<file path="src/rtl/pc_unit.sv">
// Program counter for the fetch stage with redirect, trap, halt/resume and a return-address stack.
// Latency: cur_pc is registered (one cycle); next_pc is combinational from current inputs.
// Backpressure: stall_i or halt hold the PC; the RAS only moves when the instruction advances.
module pc_unit #(
    parameter int unsigned           WIDTH        = 32,
    parameter int unsigned           STEP         = 1,
    parameter logic [WIDTH-1:0]      RESET_VECTOR = '0,
    parameter logic [WIDTH-1:0]      TRAP_VECTOR  = WIDTH'(32'h100),
    parameter int unsigned           RAS_DEPTH    = 4
) (
    input  logic             clk,
    input  logic             rst,
    input  logic             stall_i,
    input  logic             redirect_i,
    input  logic [WIDTH-1:0] redirect_pc_i,
    input  logic             trap_i,
    input  logic             call_i,
    input  logic             ret_i,
    input  logic             halt_i,
    input  logic             resume_i,
    output logic [WIDTH-1:0] cur_pc,
    output logic [WIDTH-1:0] next_pc,
    output logic             pc_valid,
    output logic             halted,
    output logic             ras_empty,
    output logic             ras_full
);

    localparam int unsigned      PTR_W      = $clog2(RAS_DEPTH);
    localparam int unsigned      CNT_W      = $clog2(RAS_DEPTH + 1);
    localparam logic [WIDTH-1:0] STEP_W     = WIDTH'(STEP);
    // STEP is a power of two, so STEP-1 covers exactly the bits that must be cleared.
    localparam logic [WIDTH-1:0] ALIGN_MASK = ~(STEP_W - WIDTH'(1));
    localparam logic [WIDTH-1:0] TRAP_AL    = TRAP_VECTOR & ALIGN_MASK;
    localparam logic [PTR_W-1:0] PTR_LAST   = PTR_W'(RAS_DEPTH - 1);
    localparam logic [CNT_W-1:0] CNT_MAX    = CNT_W'(RAS_DEPTH);

    typedef enum logic [1:0] {ST_BOOT, ST_RUN, ST_HALT} state_t;

    state_t           state_q, state_d;
    logic [WIDTH-1:0] cur_pc_q, cur_pc_d;
    logic [WIDTH-1:0] ras_q [RAS_DEPTH];
    logic [WIDTH-1:0] ras_d [RAS_DEPTH];
    logic [PTR_W-1:0] ptr_q, ptr_d;   // index of the top entry
    logic [CNT_W-1:0] cnt_q, cnt_d;

    logic [WIDTH-1:0] seq_pc;
    logic [WIDTH-1:0] redirect_al;
    logic [PTR_W-1:0] ptr_inc, ptr_dec;
    logic             ras_nonempty;
    logic             advance;

    // Next-state, next-PC and RAS update selection.
    always_comb begin
        state_d      = state_q;
        cur_pc_d     = cur_pc_q;
        ras_d        = ras_q;
        ptr_d        = ptr_q;
        cnt_d        = cnt_q;
        pc_valid     = 1'b0;
        halted       = 1'b0;
        advance      = 1'b0;
        seq_pc       = cur_pc_q + STEP_W;
        redirect_al  = redirect_pc_i & ALIGN_MASK;
        ras_nonempty = (cnt_q != '0);
        ptr_inc      = (ptr_q == PTR_LAST) ? '0 : ptr_q + PTR_W'(1);
        ptr_dec      = (ptr_q == '0) ? PTR_LAST : ptr_q - PTR_W'(1);

        case (state_q)
            ST_BOOT: begin
                state_d = ST_RUN;
            end
            ST_RUN: begin
                pc_valid = 1'b1;
                if (trap_i) begin
                    cur_pc_d = TRAP_AL;
                end else if (redirect_i) begin
                    cur_pc_d = redirect_al;
                end else if (halt_i) begin
                    state_d = ST_HALT;
                end else if (!stall_i) begin
                    advance = 1'b1;
                    if (ret_i && ras_nonempty) begin
                        cur_pc_d = ras_q[ptr_q];
                    end else begin
                        cur_pc_d = seq_pc;
                    end
                end
            end
            ST_HALT: begin
                halted = 1'b1;
                if (trap_i) begin
                    cur_pc_d = TRAP_AL;
                    state_d  = ST_RUN;
                end else if (redirect_i) begin
                    cur_pc_d = redirect_al;
                end else if (resume_i) begin
                    state_d = ST_RUN;
                end
            end
            default: begin
                state_d = ST_BOOT;
            end
        endcase

        // A call+return pair on a non-empty stack swaps the top in place;
        // on an empty stack it degenerates to a plain push.
        if (advance) begin
            if (call_i && ret_i && ras_nonempty) begin
                ras_d[ptr_q] = seq_pc;
            end else if (call_i) begin
                ptr_d        = ptr_inc;
                ras_d[ptr_inc] = seq_pc;
                if (cnt_q != CNT_MAX) begin
                    cnt_d = cnt_q + CNT_W'(1);
                end
            end else if (ret_i && ras_nonempty) begin
                ptr_d = ptr_dec;
                cnt_d = cnt_q - CNT_W'(1);
            end
        end
    end

    // State, PC and stack registers.
    always_ff @(posedge clk or posedge rst) begin
        if (rst) begin
            state_q  <= ST_BOOT;
            cur_pc_q <= RESET_VECTOR;
            ptr_q    <= '0;
            cnt_q    <= '0;
            for (int i = 0; i < int'(RAS_DEPTH); i++) begin
                ras_q[i] <= '0;
            end
        end else begin
            state_q  <= state_d;
            cur_pc_q <= cur_pc_d;
            ptr_q    <= ptr_d;
            cnt_q    <= cnt_d;
            ras_q    <= ras_d;
        end
    end

    assign cur_pc    = cur_pc_q;
    assign next_pc   = cur_pc_d;
    assign ras_empty = (cnt_q == '0);
    assign ras_full  = (cnt_q == CNT_MAX);

endmodule

</file>
<file path="config.mk">
export PLATFORM = sky130hd
export DESIGN_NAME = pc_unit
export DESIGN_NICKNAME = d
export VERILOG_FILES = /design/src/rtl/pc_unit.sv
export SDC_FILE = /design/constraint.sdc
export NUM_CORES = 1
export LEC_CHECK = 0
export BUFFER_PORTS_ARGS = -buffer_cell sky130_fd_sc_hd__clkbuf_2
export CAP_MARGIN = 30
export CELL_PAD_IN_SITES_DETAIL_PLACEMENT = 2
export CELL_PAD_IN_SITES_GLOBAL_PLACEMENT = 2
export CORE_ASPECT_RATIO = 2
export CORE_MARGIN = 2
export CORE_UTILIZATION = 40
export DETAILED_ROUTE_END_ITERATION = 10
export GPL_TIMING_DRIVEN = 1
export PLACE_DENSITY = 0.84
export REMOVE_ABC_BUFFERS = 1
export SYNTH_ARGS = -nofsm -noshare
export SYNTH_HDL_FRONTEND = slang
export SYNTH_SLANG_ARGS = --single-unit
</file>
<file path="constraint.sdc">
create_clock -name clk -period 7.78 [get_ports clk]
set_input_delay 1.167 -clock clk [delete_from_list [all_inputs] [get_ports clk]]
set_output_delay 1.167 -clock clk [all_outputs]
set_load 0.02 [all_outputs]
</file>
==> results.cfg <==
[floorplan]
fp.dieW_um = 109
floorplan.initialDensity_pct = 40.8
floorplan.io_pins = 109
design.die.area_sq_um = 23300
coreArea_sq_um = 21600
std_cell_rows = 76
die_h_um = 214

[worst_setup_path]
worstSetupPathType = in -> out
crit_path_start_kind = input port
crit_path_buffers_inverters = 3
maximum_cell_stage_delay_along_the_critical_path_ns = 0.93
crit_path_frequent_cell = sky130_fd_sc_hd__clkbuf_2
worst_ep_required_time_ns = 6.61
worst-endpoint-arrival_ns = 3.82
crit_family = compound AO/OA/AOI/OAI gates
cp_slowest_cell = sky130_fd_sc_hd__o31ai_1
r2r_cells = 8
reg2reg_slack_ns = 4.35
timing.rr.end = ras_q[98]$_DFFE_PP0P_
critPathCaptureType = primary output
crit_fanout = 21
worstPathCellList = clkbuf_2, or2_2, a21oi_1, o31ai_1, buf_4, a222oi_1, o21ai_0, clkbuf_2
worstReg2RegStart = state_q[1]$_DFFE_PP0P_

[detailed_routing]
remaining_drc_errors = 0
wirelength_um = 32700
first_iter_violations = 475
wire_per_inst_um = 26.1
antenna_violating_nets_post_route = 0
vias = 7768
drt_first_pass_iters = 5
vias_per_cell = 6.18

[sta]
fmax_mhz = 201
post-route-period-util_pct = 64.1
report.final.setup_viol = 0
fin_tns_setup_ns = 0
layout_min_cycle_time_ns = 4.99
max_slew_margin_pct = 24.8
maxSlewViolCount = 0
report.final.hold_viol_count = 0
tightestPinTransition_ns = 1.12
grt_setup_unrepaired = false
worst_clock_skew_ns = 0.0107

[clock_network]
cts_post_setup_buffers_inserted = 0
clockBufferDepth = 2
cts.sinks = 167
cts_htree_levels = 4
cts_resized = 0
clkSlewWorstSetupHoldPaths_ns = 0.06
cts_tree = built
clock_tree.root_cell = sky130_fd_sc_hd__clkbuf_16
clkLatencyLatePin_ns = 0.45
hold_bufs_at_cts = 0
cts_made_buffers = 17

[yosys]
synth_top_area_share_pct = 47.4
sequential_element_share_of_the_synthesized_area_pct = 47.4
syn_area_sq_um = 8810
share_of_flip_flops_with_an_asynchronous_set_or_reset_pct = 100
synth_common_cells = 167 x sky130_fd_sc_hd__dfrtp_1, 144 x sky130_fd_sc_hd__nor2_1, 140 x sky130_fd_sc_hd__a21oi_1, 53 x sky130_fd_sc_hd__nand2_1, 50 x sky130_fd_sc_hd__o21ai_0
yosysUniqueCellTypes = 72
synth_area_per_cell_sq_um = 9.94
synth_area_leaders = sky130_fd_sc_hd__dfrtp_1 47%, sky130_fd_sc_hd__mux4_2 8.2%, sky130_fd_sc_hd__a21oi_1 8.0%
number_of_enable_type_register_cells_in_the_synthesized_netlist = 0
synth_most_common_cell = sky130_fd_sc_hd__dfrtp_1
synth_seq_cells = 167
syn_inst = 887
post-synth-top-area-cell = sky130_fd_sc_hd__dfrtp_1
yosys_warnings = 0
ys.flop_type = sky130_fd_sc_hd__dfrtp_1

[run]
max-cap-violations = 0

[min_path]
hold_start = ras_q[121]$_DFFE_PP0P_
hold_depth = 2
worst_hold_path_type = reg -> reg
hold_path_end = ras_q[121]$_DFFE_PP0P_

[global_routing]
antenna_found_initial = 0
first_global_vias = 8935
globalRouteTotalUtil_pct = 29.7
gr-total-overflow = 0
grt_start_max_net_pins = 92
grt_first_pass_wirelength_um = 51700

[cells_and_area]
fillCellCount = 2283
final_layout_size_suffix_gt1_share_pct = 22.7
area_growth_syn_to_layout_pct = 15.4
layout.nets = 1023
postLayoutCoreUtil_pct = 47.1
diodes = 0

[power_and_ir_drop]
powerDensity_nw_per_um2 = 358
worst_ir_drop_vdd_uv = 217
p_leak_uw = 0.00450

[place]
place.gp.congestion = 0.830
io_buffers = 108
post-dp-hpwl_um = 21800

[outcome]
outcome = finished, final reports clean
## stage by stage
step	std cells	instance area, sq um	worst slack [ns]	total power (uW)	hold slack [ns]
after floorplan	825	8530	2.09	2250	0.444
after global placement	1219	9540	2.88	2730	0.466
after detailed placement	1224	9610	2.98	2810	0.475
after CTS	1256	10200	2.89	3670	0.490
after global routing	1256	10200	2.75	3840	0.527
final	1256	10200	2.79	3640	0.483
## power breakdown
part           internal, uW  switching, uW
clock                   463            358
sequential             1130            342
combinational           527            825
## metal layers
layer / routed length (um) / vias up / share of wire (%) / global-route usage (%)
li1: - / 3366 / - / -
met1: 12000 / 4089 / 37 / 33.0
met2: 18200 / 226 / 56 / 53.5
met3: 1150 / 87 / 3.5 / 4.53
met4: 1380 / 0 / 4.2 / 14.3
met5: 0 / - / 0 / 0
## cell families after synthesis
kind of cell / after synthesis / synth area share, %
and+or+nand+nor: 290 / 16.0
AOI/OAI and AO/OA: 266 / 18.1
DFF: 167 / 47.4
buffers and inverters: 76 / 3.86
muxes: 44 / 9.63
xor gates and xnor gates: 32 / 3.18
adders and majority gates: 12 / 1.79
## state kept, by name (all words and copies together), names as in the netlist
name     cells
state_q      2
ras_q      128
ptr_q        2
cur_pc      32
cnt_q        3
## worst max path at each step
stage	from	to	slack, ns	cells past startpoint
2_1_floorplan	rst	cnt_q[0]$_DFFE_PP0P_	2.09	1
3_3_place_gp	redirect_i	next_pc[30]	2.88	7
3_5_place_dp	halt_i	next_pc[5]	2.98	8
4_1_cts	halt_i	next_pc[14]	2.89	8
5_1_grt	halt_i	next_pc[14]	2.75	8
6_report	halt_i	next_pc[14]	2.79	8
## cells in the final DEF (no fill, tap or decap), types with 6 or more instances in the layout
master and count:
sky130_fd_sc_hd__nor3_1 12, sky130_fd_sc_hd__ha_1 11, sky130_fd_sc_hd__inv_1 13, sky130_fd_sc_hd__and3_1 9
sky130_fd_sc_hd__mux2i_1 6, sky130_fd_sc_hd__a22oi_1 16, sky130_fd_sc_hd__mux4_2 32, sky130_fd_sc_hd__buf_4 14
sky130_fd_sc_hd__dfrtp_1 166, sky130_fd_sc_hd__o21ai_0 50, sky130_fd_sc_hd__nand3_1 21, sky130_fd_sc_hd__clkbuf_16 17
sky130_fd_sc_hd__nand3b_1 6, sky130_fd_sc_hd__clkbuf_2 108, sky130_fd_sc_hd__a21oi_1 140, sky130_fd_sc_hd__mux2_2 6
sky130_fd_sc_hd__a222oi_1 6, sky130_fd_sc_hd__nand2_1 53, sky130_fd_sc_hd__xnor2_1 12, sky130_fd_sc_hd__o211ai_1 11
sky130_fd_sc_hd__xor2_1 20, sky130_fd_sc_hd__nand4_1 7, sky130_fd_sc_hd__nor2_1 143
## worst reg2reg max path: cells and delay by family (launching register included)
family	cells	cell delay, ns
simple gates	4	1.60
flops	1	0.42
compound gates	1	0.18
buf+inv	2	0.63
fa+ha+maj	1	0.52
## cell type report
| type | instances | area [sq um] | area share, % |
|---|---|---|---|
| clock buffer | 24 | 482 | 4.74 |
| inverter | 14 | 57.6 | 0.566 |
| multi-input combinational | 644 | 4320 | 42.5 |
| clock inverter | 8 | 72.6 | 0.714 |
| sequential | 167 | 4180 | 41.1 |
| tap | 273 | 342 | 3.36 |
| timing repair buffer | 126 | 711 | 6.99 |
Power figures use the tool's default switching activity.
